--- src/rtl/sync_fifo_param.sv ---
// Parametrised single-clock FIFO with thresholds, occupancy count,
// overflow/underflow pulses and selectable registered or FWFT read.
//
// Ports:
//   clk          single clock, rising edge
//   rst          asynchronous reset, active-low
//   data_in      write data
//   write_en     write request
//   read_en      read request
//   data_out     read data (registered, or head word when FWFT)
//   data_valid   new word on data_out (FWFT=0) / ~empty (FWFT=1)
//   full         count == DEPTH
//   empty        count == 0
//   almost_full  count >= AF_THRESH
//   almost_empty count <= AE_THRESH
//   count        occupancy, 0..DEPTH
//   overflow     one-cycle pulse: write rejected
//   underflow    one-cycle pulse: read rejected
module sync_fifo_param #(
    parameter int DEPTH     = 32,
    parameter int WIDTH     = 8,
    parameter int AF_THRESH = DEPTH - 4,
    parameter int AE_THRESH = 4,
    parameter int FWFT      = 0
) (
    input  logic                     clk,
    input  logic                     rst,
    input  logic [WIDTH-1:0]         data_in,
    input  logic                     write_en,
    input  logic                     read_en,
    output logic [WIDTH-1:0]         data_out,
    output logic                     data_valid,
    output logic                     full,
    output logic                     empty,
    output logic                     almost_full,
    output logic                     almost_empty,
    output logic [$clog2(DEPTH):0]   count,
    output logic                     overflow,
    output logic                     underflow
);

    localparam int AW = $clog2(DEPTH);
    localparam int CW = AW + 1;

    localparam logic [CW-1:0] DEPTH_C = CW'(DEPTH);
    localparam logic [CW-1:0] AF_C    = CW'(AF_THRESH);
    localparam logic [CW-1:0] AE_C    = CW'(AE_THRESH);

    // Flag values for an empty FIFO, derived so odd thresholds stay consistent
    localparam logic AF_RST = (AF_THRESH == 0);
    localparam logic AE_RST = 1'b1;

    if (DEPTH < 4 || (DEPTH & (DEPTH - 1)) != 0) begin : g_bad_depth
        $error("sync_fifo_param: DEPTH must be a power of 2 and >= 4");
    end

    if (AF_THRESH < 0 || AF_THRESH > DEPTH ||
        AE_THRESH < 0 || AE_THRESH > DEPTH) begin : g_bad_thresh
        $error("sync_fifo_param: thresholds must lie within 0..DEPTH");
    end

    logic [WIDTH-1:0] mem [DEPTH];
    logic [AW-1:0]    wr_ptr;
    logic [AW-1:0]    rd_ptr;
    logic [CW-1:0]    count_q;
    logic [CW-1:0]    count_next;
    logic             full_q;
    logic             empty_q;
    logic             af_q;
    logic             ae_q;
    logic             ovf_q;
    logic             unf_q;
    logic             wr_acc;
    logic             rd_acc;

    // A write into a full FIFO is allowed only when a read frees a slot
    // in the same cycle; a read of an empty FIFO is never allowed.
    always_comb begin
        rd_acc     = read_en & ~empty_q;
        wr_acc     = write_en & (~full_q | rd_acc);
        count_next = count_q + CW'(wr_acc) - CW'(rd_acc);
    end

    // Storage is deliberately not reset.
    always_ff @(posedge clk) begin
        if (wr_acc) begin
            mem[wr_ptr] <= data_in;
        end
    end

    always_ff @(posedge clk or negedge rst) begin
        if (!rst) begin
            wr_ptr  <= '0;
            rd_ptr  <= '0;
            count_q <= '0;
            full_q  <= 1'b0;
            empty_q <= 1'b1;
            af_q    <= AF_RST;
            ae_q    <= AE_RST;
            ovf_q   <= 1'b0;
            unf_q   <= 1'b0;
        end else begin
            if (wr_acc) begin
                wr_ptr <= wr_ptr + AW'(1);
            end
            if (rd_acc) begin
                rd_ptr <= rd_ptr + AW'(1);
            end
            count_q <= count_next;
            full_q  <= (count_next == DEPTH_C);
            empty_q <= (count_next == '0);
            af_q    <= (count_next >= AF_C);
            ae_q    <= (count_next <= AE_C);
            ovf_q   <= write_en & ~wr_acc;
            unf_q   <= read_en & ~rd_acc;
        end
    end

    if (FWFT != 0) begin : g_fwft
        // Head word shown directly; empty is registered, so a word written
        // into an empty FIFO appears the cycle after its write edge.
        assign data_out   = empty_q ? '0 : mem[rd_ptr];
        assign data_valid = ~empty_q;
    end else begin : g_reg
        logic [WIDTH-1:0] dout_q;
        logic             dv_q;

        always_ff @(posedge clk or negedge rst) begin
            if (!rst) begin
                dout_q <= '0;
                dv_q   <= 1'b0;
            end else begin
                dv_q <= rd_acc;
                if (rd_acc) begin
                    dout_q <= mem[rd_ptr];
                end
            end
        end

        assign data_out   = dout_q;
        assign data_valid = dv_q;
    end

    assign full         = full_q;
    assign empty        = empty_q;
    assign almost_full  = af_q;
    assign almost_empty = ae_q;
    assign count        = count_q;
    assign overflow     = ovf_q;
    assign underflow    = unf_q;

endmodule

--- config.mk ---
export PLATFORM = sky130hd
export DESIGN_NAME = sync_fifo_param
export DESIGN_NICKNAME = d
export VERILOG_FILES = /design/src/rtl/sync_fifo_param.sv
export SDC_FILE = /design/constraint.sdc
export NUM_CORES = 1
export LEC_CHECK = 0
export CAP_MARGIN = 20
export CORE_MARGIN = 2
export CORE_UTILIZATION = 54
export DETAILED_ROUTE_END_ITERATION = 10
export PLACE_DENSITY = 0.74
export SLEW_MARGIN = 20
export SYNTH_ARGS = -nofsm -noshare
export SYNTH_HDL_FRONTEND = slang
export SYNTH_SLANG_ARGS = --single-unit
--- constraint.sdc ---
create_clock -name clk -period 8.6 [get_ports clk]
set_input_delay 1.72 -clock clk [delete_from_list [all_inputs] [get_ports clk]]
set_output_delay 1.72 -clock clk [all_outputs]
set_load 0.05 [all_outputs]
After elaboration in Yosys (flattened, before gate mapping)

Memory sizes are Yosys's and may differ from the RTL's. A register that Yosys moved wholly into a read port is not among the register bits.
Cells that the tools add are included.

Add/sub/neg operators: 4
Equal/unequal tests: 1
Multiplexer cells: 2
Magnitude comparators: 2
Reductions and logical operators: 2
Bitwise gates (word level): 9

Operator list:

| kind                                                           | count |
|---|---|
| adder 5 x 1 -> 5 bit, second input constant                    | 2 |
| adder 6 x 1 -> 6 bit                                           | 1 |
| equality test 6 bit, second input constant                     | 1 |
| >= comparator 6 x 5 -> 1 bit, second input constant            | 1 |
| less-or-equal comparator 6 x 3 -> 1 bit, second input constant | 1 |
| logical NOT 6 bit                                              | 1 |
| subtractor 6 x 1 -> 6 bit                                      | 1 |
| bitwise AND 1 bit                                              | 4 |
| NOT 1 bit                                                      | 4 |
| two-way mux 1 bit                                              | 2 |
| logical NOT 1 bit                                              | 1 |
| OR 1 bit                                                       | 1 |

Memory bits (writable): 256
Logic and storage cells: 31
Flip-flop bits (word level): 23
Memories kept: 1
Output and inout port bits: 21
Input bits: 12

Memories:

| memory | words | width | rd ports | clocked after memory_dff | wr ports | line | source |
|---|---|---|---|---|---|---|---|
| mem    | 32    | 8     | 1        | 1                        | 1        | 62   | `logic [WIDTH-1:0] mem [DEPTH];` |

Depth between registers and ports, before layout

Gate-level depths: netlist of the first run.

Depth after elaboration: 7
Gate-level depth with buffers: 12
Mapped depth without buffers: 12

Worst setup path before layout of the first run

Ideal clock, no wire load.

Path kind: input to register
Start: in read_en
End: reg full_q (netlist: full)
Arrival: 4009 ps
Cell stages on the path: 12
Library setup time: 119 ps
Path buffers: 0
Path slack: 4472 ps
Required time: 8481 ps
Cells stage by stage: nand2b_1 -> a21boi_1 -> inv_1 -> ha_1 -> inv_1 -> ha_1 -> fa_1 -> a21o_1 -> a21oi_1 -> xnor2_1 -> nor3_1 -> and2_1

Cells in the longest elaborated chain, start to end: 6

RTL lines:

| what                        | line | source |
|---|---|---|
| from (decl)                 | 30   | `input logic read_en,` |
| bitwise AND 1 bit *         | 79   | `rd_acc = read_en & ~empty_q;` |
| OR 1 bit                    | 80   | `wr_acc = write_en & (~full_q \| rd_acc);` |
| bitwise AND 1 bit           | 80   |  |
| adder 6 x 1 -> 6 bit        | 81   | `count_next = count_q + CW'(wr_acc) - CW'(rd_acc);` |
| subtractor 6 x 1 -> 6 bit * | 81   |  |
| via count_next[4]           | 66   | `logic [CW-1:0] count_next;` |
| equality test 6 bit *       | 110  | `full_q <= (count_next == DEPTH_C);` |
| to (signal assigned)        | 110  |  |
| to (decl)                   | 67   | `logic full_q;` |

The timed path passes the listed nets; every way through them passes the cells marked *.
A chain may end at the register's enable or synchronous reset.

Worst setup path after layout of the first run

Start: in read_en
End: reg ae_q (netlist: almost_empty)

Cells in the longest elaborated chain, start to end: 6

RTL lines:

| what                                      | line | source |
|---|---|---|
| bitwise AND 1 bit *                       | 79   |  |
| OR 1 bit                                  | 80   |  |
| bitwise AND 1 bit                         | 80   |  |
| adder 6 x 1 -> 6 bit                      | 81   |  |
| subtractor 6 x 1 -> 6 bit *               | 81   |  |
| via count_next[5]                         | 66   |  |
| less-or-equal comparator 6 x 3 -> 1 bit * | 113  | `ae_q <= (count_next <= AE_C);` |
| to (signal assigned)                      | 113  |  |
| to (decl)                                 | 70   | `logic ae_q;` |

Marks and branches as above.

==> results of run 1 <==
## power groups by stage
stage | Combinational (mW) | Sequential, mW | Clock, mW
final | 1.33 | 1.83 | 1.32
after global placement | 1.29 | 1.85 | 0
after detailed placement | 1.32 | 1.85 | 0
after CTS | 1.33 | 1.83 | 1.34
after global routing | 1.42 | 1.84 | 1.39
after floorplan | 0.894 | 1.89 | 0
## Yosys cell counts, drive strengths merged, types with 2 or more instances
master / n / area, µm²
a2111oi: 8 / 95.09
a21o: 2 / 15.01
a21oi: 2 / 10.01
a22o: 8 / 70.07
and2: 4 / 25.02
buf: 19 / 120.1
clkbuf: 8 / 30.03
dfrtp: 29 / 725.7
dfstp: 2 / 52.55
edfxtp: 256 / 7687
ha: 11 / 137.6
inv: 12 / 45.04
mux2i: 56 / 560.5
mux4: 40 / 900.9
nand2: 14 / 52.55
nand2b: 3 / 18.77
nand3: 3 / 15.01
nand3b: 3 / 22.52
nand4: 3 / 18.77
nor2: 51 / 191.4
nor2b: 2 / 12.51
nor3: 10 / 50.05
nor4: 8 / 50.05
o21ai: 5 / 25.02
o22ai: 24 / 150.1
or3: 2 / 12.51
or3b: 2 / 17.52
xnor2: 9 / 78.83
xor2: 2 / 17.52
## critical path, stage by stage
cell and delay (ns):
clkdlybuf4s50_1 0.47, nand2b_1 0.13, a21boi_1 0.57, inv_1 0.10, ha_1 0.30, inv_1 0.04
ha_1 0.20, a21o_1 0.18, a21oi_1 0.28, nor2_1 0.08, a311oi_1 0.41, inv_1 0.13
nor4b_1 0.36
## metrics by stage
stage	utilization (%)	cell area, µm²	power [mW]	hold WS (ns)	cells
after floorplan	-	11280	2.783	0.4589	606
after global placement	58.17	11850	3.132	0.4823	888
after detailed placement	58.20	11850	3.178	0.4872	889
after CTS	63.14	12860	4.493	0.5007	941
after global routing	63.09	12850	4.650	0.5227	941
final	63.09	12850	4.477	0.5035	941
## cells by family after synthesis
family | synth area share [%]
multiplexers | 12.95
AO/OA/AOI/OAI | 3.516
buffers and inverters | 1.730
flip-flops | 75.04
adder cells (fa/ha/maj) | 1.398
AND/OR/NAND/NOR | 4.503
XOR/XNOR | 0.8541
## final cells by class
type | count | area share (%)
flip-flops and latches | 287 | 65.93
multi-input cells | 280 | 20.39
clock buffers | 31 | 5.706
repair buffers | 40 | 2.863
well taps | 270 | 2.629
clock inverters | 21 | 2.133
inverters | 12 | 0.3506
## per-layer routing
layer / GRT usage (%) / part of all wire, % / wire length [µm]
met5: 0 / 0 / 0
met4: 7.333 / 3.3 / 745
met3: 4.172 / 8.2 / 1876
met2: 35.05 / 50 / 11420
met1: 29.00 / 39 / 8819
## flip-flops by register name (all words and copies together) (netlist names)
signal,count
almost_full,1
wr_ptr,5
overflow,1
count,6
data_valid,1
almost_empty,1
underflow,1
empty,1
data_out,8
full,1
rd_ptr,5
mem,256
## worst paths after layout
| check | startpoint | end | cells past startpoint |
|---|---|---|---|
| min in group asynchronous | rst | count[0] | 2 |
| max | read_en | almost_empty | 13 |
| min reg2reg | rd_ptr[4] | rd_ptr[4] | 1 |
| max reg2reg | rd_ptr[0] | data_out[6] | 6 |
| min | rd_ptr[4] | rd_ptr[4] | 1 |
| max in group asynchronous | rst | empty | 2 |
==> flow_summary.ini, run 1 <==
[run_status]
outcome = completed

[power]
cellPowerDensity_nw_per_um2 = 348.4
seq_power_share_pct = 40.8
p_sw_share_pct = 32.92
p_comb_share_pct = 29.7
pwr-share-clk_pct = 29.5
p_switching_mw = 1.474
p_leak_nw = 4.329
intPower_mw = 3.003
vdd_drop_max_mv = 0.2174

[timing]
slew_violations = 0
fin_crit_sh_pct = 53.07
finalSetupViolCount = 0
hold_viol_final = 0
skew_ns = 0.009578
fin_tns_setup_ns = 0
min_period_ns = 4.564
slew_headroom_pct = 38.37
rsz0062_at_grt = no
max_freq_ghz = 0.2191
worstMarginPinSlew_ns = 0.9226
worst_slack_ns = 4.036

[cells_and_area]
multiInputGateArea_um2 = 2620
layout_commonest_cell = edfxtp_1
fillers = 1350
nets = 673
syn_to_final_growth_pct = 13.90
drive_above_1_share_pct = 16.10
layout_common_cells = 256 x edfxtp_1, 56 x mux2i_1, 51 x nor2_1
num_antenna_cells = 0
ff_latch_area_um2 = 8471

[critical_path]
crit_fanout = 9
cp-end-kind = register
crit_arrival_ns = 4.98
reg2reg_slack_ns = 5.25
critPathLaunchType = primary input
path_class = in2reg
worstPathRequired_ns = 9.02

[clock_tree]
htree_num_levels = 1
cts_resized = 0
cts_made_buffers = 28
cts.sinks = 287
clk_path_buf_depth = 3
cts_root_buffer = clkbuf_16
clkLatencyLatePin_ns = 0.53
cts_tree = built
cts_hold_buf = 0
cts_setup_buffers = 0
path_clk_slew_ns = 0.07

[global_routing]
grt_max_degree = 44
grt_pass1_vias = 5752
grt.total_usage_pct = 21.31
overflow = 0
grt_pass1_wl_mm = 34.82
antenna_found_initial = 0

[synthesis]
yosys_warnings = 0
avgSynthCellArea_um2 = 18.62
synth_edf_count = 256
synthesis.nets = 630
synth_async_sr_flop_share_pct = 10.80
ys_ff_latch = 287
ys_seq_area_share_pct = 75.04
netlist_area_um2 = 11280
yosysUniqueCellTypes = 41
synthesis.instances = 606
synth_flop_cell = edfxtp_1

[route]
avgRoutedWirePerCell_um = 24.29
drc_errors = 0
via_per_inst = 6.131
vias = 5769
ant_nets = 0
wl_mm = 22.86
drtIter0Drc = 580
drt_first_pass_iters = 5

[place]
dp_slack_ns = 3.515
io_buffers = 32
hpwl_mm = 14.19
gp_congestion = 0.9173

[floorplanning]
die_w_um = 148.5
start_util_pct = 55.39
die-area_um2 = 22060
core_um2 = 20360
io_pins = 33
die_y_um = 148.5
fp-row-count = 52

[run]
maxCapViolCount = 0

[min_path]
hold_class = reg2reg
(Power assumes the default switching activity.)
==> run 2, diff against run 1 <==
Clock period 8.6 ns to 4.2 ns, I/O delays scaled along.
==> flow_summary.ini, run 2 (same netlist as run 1, synthesis figures left out) <==
[run_status]
outcome = completed

[cells_and_area]
nets = 679
syn_to_final_growth_pct = 12.84
largest_reg_flops = 256
drive_above_1_share_pct = 15.41
fin_util_pct = 62.51
fin_cells = 945
layout_commonest_cell = edfxtp_1
num_antenna_cells = 0
layout_common_cells = 256 x edfxtp_1, 56 x mux2i_1, 51 x nor2_1
stdcell_area_um2 = 12730
regMostFlops = mem

[floorplanning]
core_um2 = 20360
fp-row-count = 52
die-area_um2 = 22060
die_y_um = 148.5
die_w_um = 148.5
start_util_pct = 55.39
io_pins = 33

[critical_path]
crit_fanout = 5
crit_arrival_ns = 3.65
slowest_delay_ns = 0.47
path_class = in2reg
critPathLaunchType = primary input
path_cells = clkdlybuf4s50_1 > nand2b_1 > a21boi_1 > inv_1 > ha_1 > inv_1 > ha_1 > a21o_1 > a21oi_1 > nor2_1 > a311oi_1 > inv_1 > nor4b_1
crit_top_cell = inv_1
worstPathRequired_ns = 4.62
cp-end-kind = register
crit_slowest_cell = clkdlybuf4s50_1

[power]
p_leak_nw = 4.288
vdd_drop_max_mv = 0.3164
power_mw = 8.796
cellPowerDensity_nw_per_um2 = 691.0

[clock_tree]
path_clk_slew_ns = 0.06
cts_tree = built
clk_path_buf_depth = 3
clkLatencyLatePin_ns = 0.54
cts_setup_buffers = 0
cts.sinks = 287
cts_root_buffer = clkbuf_16
cts_resized = 0
htree_num_levels = 1
cts_hold_buf = 0
cts_made_buffers = 29

[timing]
slew_headroom_pct = 36.94
max_freq_ghz = 0.3095
hold_ws_ns = 0.5327
worst_slack_ns = 0.9694
skew_ns = 0.02295
finalSetupViolCount = 0
fin_tns_setup_ns = 0
slew_violations = 0
min_period_ns = 3.231
worstMarginPinSlew_ns = 0.9424
hold_viol_final = 0
fin_crit_sh_pct = 76.92
rsz0062_at_grt = no

[global_routing]
grt_max_degree = 46
overflow = 0
grt.total_usage_pct = 21.99
antenna_found_initial = 0
grt_pass1_vias = 5816
grt_pass1_wl_mm = 36.05

[min_path]
hold_class = reg2reg

[route]
drc_errors = 0
via_per_inst = 6.059
ant_nets = 0
drtIter0Drc = 443
dr.max_layer_used = met4
routed-wl-met2_mm = 11.74
vias = 5726
wl_met3_mm = 1.570
avgRoutedWirePerCell_um = 24.57
drt_first_pass_iters = 5
wl_mm = 23.22
wl_met1_mm = 9.495

[place]
io_buffers = 32
dp_cells = 894
dp_slack_ns = 0.4439
gp_congestion = 0.8447
hpwl_mm = 14.37
dpl_cell_area_um2 = 11890

[run]
maxCapViolCount = 0
-- run 2: metal layers --
metal  GRT usage, %  up-vias
met3          2.883       33
met4          4.810        0
met5              0        -
met2          36.69      220
met1          31.73     2962
li1               -     2511
-- run 2: power breakdown --
group | internal [mW] | switching, mW | leakage (nW)
clock | 1.32 | 0.999 | 0.419
sequential | 3.42 | 0.304 | 2.67
combinational | 1.11 | 1.65 | 1.20
total | 5.85 | 2.95 | 4.29
-- run 2: area by class of cell --
type | instances | area, µm²
Clock buffer | 35 | 748.2
Clock inverter | 16 | 100.1
Fill cell | 1412 | 7635
Inverter | 12 | 45.04
Multi-Input combinational cell | 280 | 2620
Sequential cell | 287 | 8471
Tap cell | 270 | 337.8
Timing Repair Buffer | 45 | 407.9
-- run 2: path summary, 6_finish.rpt --
path,from,to,slack [ns],cells past startpoint
setup reg to reg,rd_ptr[0],data_out[0],1.28,5
setup / recovery,read_en,almost_empty,0.97,13
hold / removal,rd_ptr[4],rd_ptr[4],0.53,1
max in group asynchronous,rst,rd_ptr[0],3.15,2
hold reg to reg,rd_ptr[4],rd_ptr[4],0.53,1
min in group asynchronous,rst,data_out[1],0.71,2
-- run 2: worst max-delay path, delay by kind of cell --
family / cells / cell delay [ns]
compound gates: 4 / 1.11
simple gates: 3 / 0.51
buf+inv: 4 / 0.69
fa+ha+maj: 2 / 0.48
==> patch, RTL diff (settings of run 2) <==
The parameter `FWFT` goes from 0 to 1. Comments in the files are not updated.
--- a/src/rtl/sync_fifo_param.sv
+++ b/src/rtl/sync_fifo_param.sv
@@ -23,3 +23,3 @@
     parameter int AE_THRESH = 4,
-    parameter int FWFT      = 0
+    parameter int FWFT      = 1
 ) (
Function: changed (a bounded check fails within 4 cycles, from zero or initial values and one cycle with rst low).
==> patch against run 2 <==
Combinational power rose by 25%; setup slack got worse by 0.72 ns; total power rose by 8.8%; synthesized area fell by 2.1%; non-clock buffer count rose by 1; first-iteration DRC count rose by 7.0%; cell area fell by 0.94%; clock skew fell by 0.0079 ns; global-route usage fell by 0.95 points; sequential cell count fell by 9; wire length fell by 6.3%; via count fell by 5.4%; critical path depth fell by 8.
==> patch: results (changes against run 2) <==
| Metric | Value |
|---|---|
| P_int | 6.31 mW (+7.9%) |
| WP data arrival | 3.11 ns (-0.54 ns) |
| Lkg Pwr | 4.20 nW (-2.2%) |
| CP Max Fanout | 42 (+37) |
| WL final | 21800 um (-6.3%) |
| Final Net Count | 634 (-6.6%) |
| GRT Overall Usage | 21.0% (-0.95 points) |
| Routed via count | 5416 (-5.4%) |
| CP top delay family | flip-flops |
| Drt wl/cell | 24.2 um (-1.7%) |
| Slowest CP cell | dfrtp_4 |
| Fillers | 1389 (-1.6%) |
| Comb power | 3.45 mW (+25%) |
| Met1 usage | 29.4% (-2.3 points) |
| Layout cell share with drive strength beyond 1 | 22.5% (+7.1 points) |
| Run status | finished, final reports clean |
| Ys async rst share | 7.91% (-2.9 points) |
| DP HPWL | 13500 um (-5.9%) |
| Fin util | 62.5% (about the same) |
| Post-synthesis sequential area ratio | 74.6% (-0.40 points) |
| TritonCTS buffer count | 27 (-6.9%) |
| First-pass GRT wire length | 34000 um (-5.6%) |
| Critical Path Max Stage Delay | 0.78 ns (+0.31 ns) |
| 1st-iter DRT viols | 474 (+7.0%) |
| Post-Place Cells | 851 (-4.8%) |
| Top cells by count, synth | edfxtp_1 (256), mux4_2 (49), nor2_1 (36), mux2i_1 (31), dfrtp_1 (20) |
| Largest net degree at the start of global routing | 43 (-6.5%) |
| Max IR drop VDD | 0.595 mV (+88%) |
## patch: cell types whose count changed after synthesis, moves of 8 or more
cell | run 2 | this run
o22ai_1 | 24 | 8
mux4_2 | 40 | 49
dfrtp_1 | 29 | 20
nor4_1 | 8 | 0
nor2_1 | 51 | 36
mux2i_1 | 56 | 31
## patch: cell families (layout without fill, tap and decap cells)
group / after synthesis / after routing / synth area share (%)
AOI/OAI and AO/OA: 64 / 64 / 4.78
xor gates and xnor gates: 12 / 12 / 0.952
adders and majority gates: 12 / 12 / 1.43
buffers and inverters: 41 / 109 / 2.19
DFF: 278 / 278 / 74.6
muxes: 80 / 80 / 12.8
and+or+nand+nor: 76 / 76 / 3.20
## patch: per-layer routing
metal  up-vias  part of all wire, %  wire [um]
met1      2781                   42       9120
met3        42                  6.7       1460
met5         -                    0          0
li1       2384                    -          -
met2       209                   49      10600
met4         0                  2.8        619
## patch: worst paths after layout
path	slack [ns]	from	to	depth (start not counted)
max	0.25	rd_ptr[0]$_DFFE_PN0P_	data_out[7]	5
min	0.60	count[0]$_DFF_PN0_	count[0]$_DFF_PN0_	1
max reg2reg	0.97	empty$_DFF_PN1_	almost_empty$_DFF_PN1_	12
min reg2reg	0.60	count[0]$_DFF_PN0_	count[0]$_DFF_PN0_	1
max in group asynchronous	2.68	rst	rd_ptr[0]$_DFFE_PN0P_	1
min in group asynchronous	0.84	rst	wr_ptr[0]$_DFFE_PN0P_	1
## patch: final cells by class
| cell class | count | area share, % |
|---|---|---|
| Inverter | 13 | 0.387 |
| Sequential cell | 278 | 65.4 |
| Clock buffer | 28 | 5.47 |
| Multi-Input combinational cell | 244 | 20.3 |
| Tap cell | 270 | 2.68 |
| Clock inverter | 22 | 2.01 |
| Timing Repair Buffer | 46 | 3.79 |
